$ cat src/rtl/banco_de_registradores_param.sv
// Parametrised register file with per-register busy scoreboard.
// Combinational reads with optional write-to-read bypass.
module banco_de_registradores_param #(
  parameter int LARGURA  = 32,
  parameter int N_REGS   = 32,
  parameter int END_W    = 5,
  parameter int ZERO_REG = 1,
  parameter int BYPASS   = 1
) (
  input  logic               clk,
  input  logic               rst_n,
  input  logic [END_W-1:0]   rl1,
  input  logic [END_W-1:0]   rl2,
  input  logic [END_W-1:0]   resc,
  input  logic [LARGURA-1:0] dado,
  input  logic               h_esc,
  input  logic [END_W-1:0]   res_reserva,
  input  logic               h_reserva,
  output logic [LARGURA-1:0] d1,
  output logic [LARGURA-1:0] d2,
  output logic               ocupado1,
  output logic               ocupado2,
  output logic               pronto
);

  localparam bit ZR = (ZERO_REG != 0);
  localparam bit BP = (BYPASS != 0);

  logic [LARGURA-1:0] r_x [N_REGS];
  logic [N_REGS-1:0]  r_b;
  logic [N_REGS-1:0]  w_b_nxt;
  logic               w_we;
  logic               w_z1;
  logic               w_z2;
  logic               w_fw1;
  logic               w_fw2;

  // x0 swallows writes when hardwired to zero
  assign w_we = h_esc && !(ZR && (resc == '0));

  // next busy vector: release first, reservation overrides
  always_comb begin
    w_b_nxt = r_b;
    if (h_esc)
      w_b_nxt[resc] = 1'b0;
    if (h_reserva)
      w_b_nxt[res_reserva] = 1'b1;
    if (ZR)
      w_b_nxt[0] = 1'b0;
  end

  // storage and scoreboard state
  always_ff @(posedge clk or negedge rst_n) begin
    if (!rst_n) begin
      for (int i = 0; i < N_REGS; i++)
        r_x[i] <= '0;
      r_b <= '0;
    end else begin
      if (w_we)
        r_x[resc] <= dado;
      r_b <= w_b_nxt;
    end
  end

  // forwarding is suppressed while reset holds outputs low
  always_comb begin
    w_z1  = ZR && (rl1 == '0);
    w_fw1 = BP && rst_n && h_esc &&
            (rl1 == resc) && !w_z1;
    d1 = r_x[rl1];
    if (w_fw1)
      d1 = dado;
    if (w_z1)
      d1 = '0;
    ocupado1 = r_b[rl1] && !w_fw1;
  end

  // read port 2, same rules as port 1
  always_comb begin
    w_z2  = ZR && (rl2 == '0);
    w_fw2 = BP && rst_n && h_esc &&
            (rl2 == resc) && !w_z2;
    d2 = r_x[rl2];
    if (w_fw2)
      d2 = dado;
    if (w_z2)
      d2 = '0;
    ocupado2 = r_b[rl2] && !w_fw2;
  end

  assign pronto = !ocupado1 && !ocupado2;

endmodule

$ cat config.mk
export PLATFORM = sky130hd
export DESIGN_NAME = banco_de_registradores_param
export DESIGN_NICKNAME = d
export VERILOG_FILES = /design/src/rtl/banco_de_registradores_param.sv
export SDC_FILE = /design/constraint.sdc
export NUM_CORES = 2
export LEC_CHECK = 0
export CORE_ASPECT_RATIO = 1.2
export CORE_MARGIN = 2
export CORE_UTILIZATION = 45
export CTS_CLUSTER_SIZE = 24
export DETAILED_ROUTE_END_ITERATION = 12
export RECOVER_POWER = 100
export SYNTH_ARGS = -nofsm -noshare
export SYNTH_HDL_FRONTEND = slang
export SYNTH_SLANG_ARGS = --single-unit
$ cat constraint.sdc
create_clock -name clk -period 3.65 [get_ports clk]
set_clock_uncertainty 0.2 [all_clocks]
set_input_delay 1.095 -clock clk [delete_from_list [all_inputs] [get_ports clk]]
set_output_delay 1.095 -clock clk [all_outputs]
set_load 0.005 [all_outputs]
==> flow_metrics.tcl <==
set metrics [dict create \
    grt_pass1_wl_um 314000 \
    finalWorstPathRequiredPeriod_ns 4.43 \
    place_hpwl_um 141000 \
    grt_usage_pct 33.8 \
    wl_met1_um 86800 \
    yosysUniqueCellTypes 60 \
    power_density_nw_per_um2 500 \
    row_count 143 \
    grt_max_degree 162 \
    relSlewSlack_pct -25.6 \
    startpoint_type "input pin" \
    final_max_slew_viol_count 299 \
    antenna_found_initial 2 \
    area_delta_synth_final_pct 27.9 \
    synth_edf_count 0 \
    endpoint_kind "output port" \
    p_comb_share_pct 23.9 \
    drv_cap 12 \
    cts_tree "done" \
    drt-wirelength-per-cell_um 34.3 \
    synthesis.area_um2 57200 \
    cts.sinks 1055 \
    dr_wl_met2_um 103000 \
    cts-root-buf "clkbuf_16" \
    placed_area_um2 65300 \
    dr.max_layer_used "met4" \
    drive_gt1_share_pct 63.3 \
    tns_ns -51.98 \
    pwr-share-clk_pct 33.6 \
    core_area_um2 126000 \
    die_w_um 330 \
    ir_drop_mv 0.410 \
    cts_made_buffers 109 \
    layout_commonest_cell "mux2_2" \
    internal_power_mw 26.4 \
    clk_latency_ns 0.77 \
    worstSetupPathType "input pin to output port" \
    rsz0062_at_grt "yes" \
    gp_congestion 0.908 \
    ant_nets 0 \
    drc 0 \
    syn-num-nets 4086 \
    drt_iter0_drc 4017 \
    die_height_um 395 \
    p_leak_nw 32.0 \
    synthArstFlopShare_pct 100 \
    grt-ovfl-total 0 \
    required_ns 2.35 \
    hp-class "register to register" \
    initial_core_util_pct 45.3 \
    synthFlopType "dfrtp_1" \
    final_cell_mix "mux2_2, dfrtp_1, mux4_2" \
    first_global_vias 42600 \
    via_per_inst 6.47 \
    crit_arrival_ns 3.14 \
    stdcell_area_um2 73200 \
    clkTransAtPathRegs_ns 0.06 \
    swShare_pct 28.1 \
    finalCritPeriodShare_pct 121 \
    wl_um 220000 \
    tightestPinTransition_ns 1.88 \
    switchingPower_mw 10.3 \
    io_buffer_count 122 \
    via_count 41400 \
    route.met3.wl_um 19400 \
    outcome "finished with violations" \
    violations "max-capacitance violations, max-slew violations, negative setup slack" \
    avgSynthCellArea_um2 14.2 \
    io_pins 123 \
    synth_seq_cells 1055 \
    setup_viol 220 \
    syn_inst 4030 \
    p_total_mw 36.6 \
    hold_viol_final 0 \
    finalWorstSetupSlack_ns -0.784 \
    fillers 9966 \
    dieArea_um2 130000 \
    yosysSeqAreaShare_pct 46.1 \
    yosys_warnings 0 \
    dr.pass1.iters 7 \
    h-tree-depth 3 \
    crit_path_max_fanout 5 \
    final_nets 4692 \
    clockBufferDepth 3 \
    clock.fmax_mhz 226 \
    power_frac_seq_pct 42.6 \
]
-- synth_stat cells (all sizes together) (13+ instances only) --
master	count	area, um2
nand2	79	297
clkbuf	198	744
o22a	25	219
nor4	36	246
buf	250	1410
a22o	14	123
mux2i	105	1050
dfrtp	1055	26400
inv	13	48.8
a22oi	49	368
and3	15	93.8
mux4	436	9820
a21oi	43	215
a211oi	33	323
nor3	36	342
mux2	1130	12700
nor2	172	646
nor2b	13	81.3
o22ai	124	776
o21ai	38	190
nand3	49	245
nand4	25	156
-- area by class of cell --
cell class | instances | area (um2) | area share (%)
Timing Repair Buffer | 943 | 10000 | 13.7
Clock buffer | 161 | 3260 | 4.45
Tap cell | 1667 | 2090 | 2.85
Clock inverter | 42 | 651 | 0.889
Sequential cell | 1055 | 26400 | 36.1
Antenna cell | 4 | 10.0 | 0.0137
Inverter | 14 | 52.6 | 0.0718
Multi-Input combinational cell | 2513 | 30800 | 42.0
-- path summary, 6_finish.rpt --
| path | slack [ns] | depth (start not counted) | startpoint | endpoint |
|---|---|---|---|---|
| setup / recovery | -0.78 | 13 | resc[2] | d1[3] |
| hold / removal | 0.20 | 0 | r_x[1007] | r_x[1007] |
| setup reg to reg | 2.55 | 2 | r_x[2] | r_x[2] |
| hold reg to reg | 0.20 | 0 | r_x[1007] | r_x[1007] |
| max in group asynchronous | -0.09 | 5 | rst_n | r_x[207] |
| min in group asynchronous | 0.60 | 3 | rst_n | r_x[834] |
-- layer usage --
metal / vias up / track usage, %
met4: 0 / 14.2
met3: 481 / 6.93
met5: - / 0
met1: 22400 / 45.7
li1: 16700 / -
met2: 1870 / 53.0
-- repair_timing --
| item | CTS | global route |
|---|---|---|
| resized for setup | 767 | 241 |
| pin swaps | 173 | 134 |
| buffers inserted | 194 | 80 |
| hold endpoints to repair | 0 | 0 |
| setup endpoints to repair | 67 | 67 |
| hold buffers | 0 | 0 |
| cloned | 19 | 3 |
-- metrics by stage --
stage                     hold WS [ns]  util [%]  cells  setup WS, ns
after floorplan                  0.242         -   4030        -0.202
after global placement           0.179      51.6   5939         -1.54
after detailed placement         0.183      51.6   5939         -1.51
after CTS                        0.198      57.8   6334        -0.778
after global routing             0.207      57.9   6395        -0.863
final                            0.196      57.9   6399        -0.784
-- power by group through the flow --
stage	clock network [mW]	registers [mW]	logic (mW)
2_1_floorplan	0	15.1	5.51
3_3_place_gp	0	15.6	7.79
3_5_place_dp	0	15.7	7.93
4_1_cts	12.4	15.5	8.48
5_1_grt	12.9	15.8	9.25
6_report	12.3	15.6	8.74
-- cells by family after synthesis --
kind of cell	after synthesis	synth area share, %
AOI/OAI and AO/OA	357	4.34
muxes	1671	41.2
DFF	1055	46.1
buffers and inverters	462	3.86
and+or+nand+nor	475	4.32
xor gates and xnor gates	10	0.153
-- critical path, cell delays in order --
cell      delay [ns]
buf_8           0.10
clkbuf_1        0.13
xnor2_2         0.20
nand4_1         0.14
buf_4           0.18
nor4_4          0.32
buf_6           0.19
buf_12          0.15
buf_8           0.13
a211oi_2        0.04
buf_4           0.15
nor3_4          0.14
buf_2           0.15
-- state kept, by name, summed over array words and instances (netlist names) --
name	flops
r_b	31
r_x	1024
Note: power is estimated with default switching activity, not from simulation.
